`src/rtl/spi_xfer_master.sv`:
```
// SPI mode-0 master shift engine: one full-duplex DATA_W-bit transfer per accepted start, MSB first.
// Optional active-low chip select output cs_n is built when SPI_CS_EN is defined.
module spi_xfer_master #(
    parameter int DATA_W  = 8,
    parameter int CLK_DIV = 2
) (
    input  logic              clk,
    input  logic              rst,
    input  logic              start,
    input  logic [DATA_W-1:0] data_in,
    input  logic              miso,
    output logic              mosi,
    output logic              sck,
    output logic              busy,
    output logic [DATA_W-1:0] data_out,
    output logic              valid_data
`ifdef SPI_CS_EN
    ,
    output logic              cs_n
`endif
);

    localparam int DIV_W = (CLK_DIV > 1) ? $clog2(CLK_DIV) : 1;
    localparam int CNT_W = $clog2(DATA_W);
    localparam logic [DIV_W-1:0] DIV_LAST = DIV_W'(CLK_DIV - 1);
    localparam logic [CNT_W-1:0] BIT_LAST = CNT_W'(DATA_W - 1);

    typedef enum logic [1:0] {
        IDLE  = 2'd0,
        SHIFT = 2'd1,
        DONE  = 2'd2
    } state_t;

    state_t              state_q, state_d;
    logic [DIV_W-1:0]    div_cnt_q, div_cnt_d;
    logic [CNT_W-1:0]    bit_cnt_q, bit_cnt_d;
    logic [DATA_W-1:0]   tx_sr_q, tx_sr_d;
    logic [DATA_W-1:0]   rx_sr_q, rx_sr_d;
    logic                sck_q, sck_d;
    logic                busy_q, busy_d;
    logic [DATA_W-1:0]   data_out_q, data_out_d;
    logic                valid_q, valid_d;
`ifdef SPI_CS_EN
    logic                cs_n_q, cs_n_d;
`endif

    // mosi is the MSB of the transmit register, so it holds its last bit while idle
    assign mosi       = tx_sr_q[DATA_W-1];
    assign sck        = sck_q;
    assign busy       = busy_q;
    assign data_out   = data_out_q;
    assign valid_data = valid_q;
`ifdef SPI_CS_EN
    assign cs_n       = cs_n_q;
`endif

    // Next-state and next-output logic for the transfer sequencer
    always_comb begin
        state_d    = state_q;
        div_cnt_d  = div_cnt_q;
        bit_cnt_d  = bit_cnt_q;
        tx_sr_d    = tx_sr_q;
        rx_sr_d    = rx_sr_q;
        sck_d      = sck_q;
        data_out_d = data_out_q;
        valid_d    = 1'b0;
        case (state_q)
            IDLE: begin
                sck_d = 1'b0;
                if (start) begin
                    state_d   = SHIFT;
                    tx_sr_d   = data_in;
                    rx_sr_d   = '0;
                    bit_cnt_d = '0;
                    div_cnt_d = '0;
                end else begin
                    state_d = IDLE;
                end
            end
            SHIFT: begin
                if (div_cnt_q == DIV_LAST) begin
                    div_cnt_d = '0;
                    sck_d     = ~sck_q;
                    if (!sck_q) begin
                        rx_sr_d = {rx_sr_q[DATA_W-2:0], miso};
                    end else begin
                        bit_cnt_d = bit_cnt_q + CNT_W'(1);
                        // Last falling edge: publish the word now so it is visible in DONE
                        if (bit_cnt_q == BIT_LAST) begin
                            state_d    = DONE;
                            data_out_d = rx_sr_q;
                            valid_d    = 1'b1;
                        end else begin
                            tx_sr_d = {tx_sr_q[DATA_W-2:0], 1'b0};
                        end
                    end
                end else begin
                    div_cnt_d = div_cnt_q + DIV_W'(1);
                end
            end
            DONE: begin
                state_d = IDLE;
                sck_d   = 1'b0;
            end
            default: begin
                state_d = IDLE;
                sck_d   = 1'b0;
            end
        endcase
        busy_d = (state_d != IDLE);
`ifdef SPI_CS_EN
        cs_n_d = ~busy_d;
`endif
    end

    // State and output registers with synchronous active-low reset
    always_ff @(posedge clk) begin
        if (!rst) begin
            state_q    <= IDLE;
            div_cnt_q  <= '0;
            bit_cnt_q  <= '0;
            tx_sr_q    <= '0;
            rx_sr_q    <= '0;
            sck_q      <= 1'b0;
            busy_q     <= 1'b0;
            data_out_q <= '0;
            valid_q    <= 1'b0;
`ifdef SPI_CS_EN
            cs_n_q     <= 1'b1;
`endif
        end else begin
            state_q    <= state_d;
            div_cnt_q  <= div_cnt_d;
            bit_cnt_q  <= bit_cnt_d;
            tx_sr_q    <= tx_sr_d;
            rx_sr_q    <= rx_sr_d;
            sck_q      <= sck_d;
            busy_q     <= busy_d;
            data_out_q <= data_out_d;
            valid_q    <= valid_d;
`ifdef SPI_CS_EN
            cs_n_q     <= cs_n_d;
`endif
        end
    end

endmodule

```
`config.mk`:
```
export PLATFORM = sky130hd
export DESIGN_NAME = spi_xfer_master
export DESIGN_NICKNAME = d
export VERILOG_FILES = /design/src/rtl/spi_xfer_master.sv
export SDC_FILE = /design/constraint.sdc
export NUM_CORES = 1
export LEC_CHECK = 0
export ABC_AREA = 1
export BUFFER_PORTS_ARGS = -buffer_cell sky130_fd_sc_hd__buf_2
export CAP_MARGIN = 25
export CORE_MARGIN = 1
export CORE_UTILIZATION = 49
export CTS_CLUSTER_DIAMETER = 40
export CTS_CLUSTER_SIZE = 16
export DETAILED_ROUTE_END_ITERATION = 8
export PLACE_DENSITY = 0.74
export SLEW_MARGIN = 20
export SYNTH_ARGS = -nofsm -noshare
export SYNTH_HDL_FRONTEND = slang
export SYNTH_SLANG_ARGS = --single-unit
```
`constraint.sdc`:
```
create_clock -name clk -period 1.2 [get_ports clk]
set_input_delay 0.06 -clock clk [delete_from_list [all_inputs] [get_ports clk]]
set_output_delay 0.06 -clock clk [all_outputs]
set_load 0.005 [all_outputs]
```
==> metrics.md <==
| Metric | Value |
|---|---|
| HP Class | primary input to flip-flop |
| Port buffer count | 23 |
| Total Nets Final | 251 |
| Final hold vios | 0 |
| Pwr/cell area | 1210 mW/mm^2 |
| Vias in the first global route | around 1.1k |
| Antenna-violating nets left | 0 |
| GRT Overall Usage | 19.5% |
| Max rail drop VDD | ~0.97 mV |
| FILL cells | ~250 |
| Unrepaired setup endpoints after global routing | yes |
| Top post-synthesis cells by area | dfxtp_1 47%, nand2_1 11%, nor2_1 9.3% |
| Mapped Cells | 202 |
| Worst-Skew Late Latency | 0.33 ns |
| Post-Route Utilization | 64.4% |
| Achievable Freq | 0.785 GHz |
| Yosys Warn Count | 0 |
| Max Cap Viol | 0 |
| IO Pins | 24 |
| Final worst setup slack | -0.0738 ns |
| Routed WL per cell | 10.3 um |
| Final Slew Violations | 0 |
| Row cnt | 19 |
| N_diodes | 0 |
| Slew margin rel. | 85.8% |
| Antenna violations before repair | 0 |
| Final GP Congestion | 0.797 |
| DP Worst Slack | -0.164 ns |
| Clock Path Buffers | 2 |
| Syn_nets | 216 |
| #FFs+latches synth | 33 |
| Initial Util | between 50 and 60% |
| Drt via density | about 4.8 |
| Detailed Routing Iterations Pass 1 | 4 |
| CTS H-tree lvls | 2 |
| Sequential share of the synthesized area | 46.6% |
| Crit Path Max Fanout | 3 |
| Yosys top cell by area | dfxtp_1 |
| Setup crit start kind | flip-flop |
| Worst EP arrival | 1.54 ns |
| Synthesized area | between 0.001 and 0.0015 mm^2 |
| Worst-margin pin slew | 0.213 ns |
| Synth cell types | 16 |
| Final routed DRC violation total | 0 |
| Vias | 1289 |
| Status | finished, violations left |
| Failing checks | setup timing |
| Final worst-path cycle share | 106% |
| Placed Cells | 259 |
| Leakage | 0.861 nW |
| Area grow syn2layout | 25.4% |
| Root Driver | clkbuf_4 |
| Yosys top cell area share | a little under half |
| Kind of critical path | flip-flop to flip-flop |
| Largest net degree at the start of global routing | 23 |
| Die Ht | 55.8 um |
| First-pass GRT wire length | between 4000 and 5000 um |
| Total power draw | between 2 and 2.5 mW |
| Number of buffers created by CTS | 5 |
| Setup TNS | -0.683 ns |
| CTS sink cnt | 33 |
| Die area | a little over 0.003 mm^2 |
| Hold Buf Count CTS | 0 |
| Core Footprint | 0.00276 mm^2 |
| CTS clock-pin slew for the worst setup and hold paths | 0.10 ns |
| Share of layout cells above drive strength 1 | 27.0% |
| Synthesized area per cell | 7.01 um^2 |
| Crit end category | flip-flop |
| HPWL Detailed | just under 2000 um |
| Die Wd | 55.8 um |
| Skew final | 0.00644 ns |
| Remaining global-route overflow | 0 |
| Non-Filler Instances | 268 |
| Initial DRC Count | 34 |
| CTS tree | built |
| Minimum clock period | 1.27 ns |
| Worst path required time | 1.47 ns |
| Final setup viols | 16 |
| Final wirelength | 2750 um |
-- worst max-delay path, stage by stage (launching register included) --
cell	delay (ns)
dfxtp_2	0.37
ha_4	0.15
ha_4	0.14
nand3_2	0.10
nor2_4	0.14
buf_4	0.13
o21ai_0	0.06
a21oi_1	0.12
-- power breakdown --
group / internal (mW) / total (mW) / switching [mW]
Sequential: 1.15 / 1.17 / 0.0207
Combinational: 0.136 / 0.335 / 0.200
Clock: 0.276 / 0.634 / 0.358
-- layer usage --
layer / vias to the layer above / part of all wire [%] / global-route usage (%)
met5: - / 0 / 0
met3: 4 / 4.1 / 7.21
li1: 703 / - / -
met2: 25 / 46 / 30.3
met1: 557 / 48 / 24.6
met4: 0 / 1.2 / 7.50
-- sequential cells by signal, summed over array words and instances (netlist names) --
register    flops
rx_sr_q         8
data_out        8
tx_sr_q         8
valid_data      1
busy            1
div_cnt_q       1
sck             1
state_q         2
bit_cnt_q       3
-- what timing repair did --
item | in CTS | in global routing
endpoints found under the setup margin | 26 | 30
pin swaps | 4 | 3
gates resized for setup | 11 | 8
gates cloned | 1 | 0
buffers inserted | 1 | 0
endpoints found under the hold margin | 0 | 0
-- through the flow --
stage	hold WS, ns	instance area (um^2)
6_report	0.0510	1780
4_1_cts	0.0535	1760
3_3_place_gp	0.382	1660
5_1_grt	0.0682	1780
3_5_place_dp	0.397	1660
2_1_floorplan	0.253	1460
-- cells by family (layout without fill, tap and decap cells) --
family          after synthesis  after routing  synth area share, %
compound gates               34             34                 12.2
fa+ha+maj                     2              2                 1.77
buf+inv                      32             66                 9.54
flops                        33             33                 46.6
simple gates                101            102                 29.9
-- cell usage in the layout, fill, tap and decap left out --
| master | instances |
|---|---|
| a21boi_0 | 1 |
| a21oi_1 | 14 |
| buf_12 | 1 |
| buf_2 | 23 |
| buf_4 | 10 |
| buf_8 | 1 |
| clkbuf_1 | 1 |
| clkbuf_4 | 5 |
| clkbuf_8 | 1 |
| dfxtp_1 | 29 |
| dfxtp_2 | 4 |
| ha_4 | 2 |
| inv_1 | 22 |
| inv_2 | 2 |
| nand2_1 | 38 |
| nand2_2 | 5 |
| nand2_4 | 3 |
| nand3_1 | 16 |
| nand3_2 | 2 |
| nand3b_2 | 1 |
| nor2_1 | 32 |
| nor2_2 | 2 |
| nor2_4 | 2 |
| nor3_1 | 1 |
| o21ai_0 | 15 |
| o21ai_1 | 4 |
-- worst paths after layout --
check,startpoint,end,slack (ns),cells past startpoint
worst max register to register,bit_cnt_q[1],data_out[7],-0.07,7
worst max-delay path,bit_cnt_q[1],data_out[7],-0.07,7
worst min-delay path,data_in[4],tx_sr_q[4],0.05,5
worst min register to register,rx_sr_q[7],data_out[7],0.47,2
-- cell type report --
| type | instances | area [um^2] | share of cell area [%] |
|---|---|---|---|
| clock buffers | 7 | 55.1 | 3.10 |
| inverters | 24 | 90.1 | 5.07 |
| multi-input cells | 138 | 702 | 39.5 |
| flip-flops and latches | 33 | 666 | 37.5 |
| well taps | 31 | 38.8 | 2.18 |
| repair buffers | 35 | 225 | 12.7 |
-- synthesized netlist by cell type, drive strengths merged --
cell type and n:
nand2 45, nor2 36, dfxtp 33, inv 24, o21ai 19, nand3 18, a21oi 14, buf 8
ha 2, a21boi 1, nand3b 1, nor3 1
(Power assumes the default switching activity.)
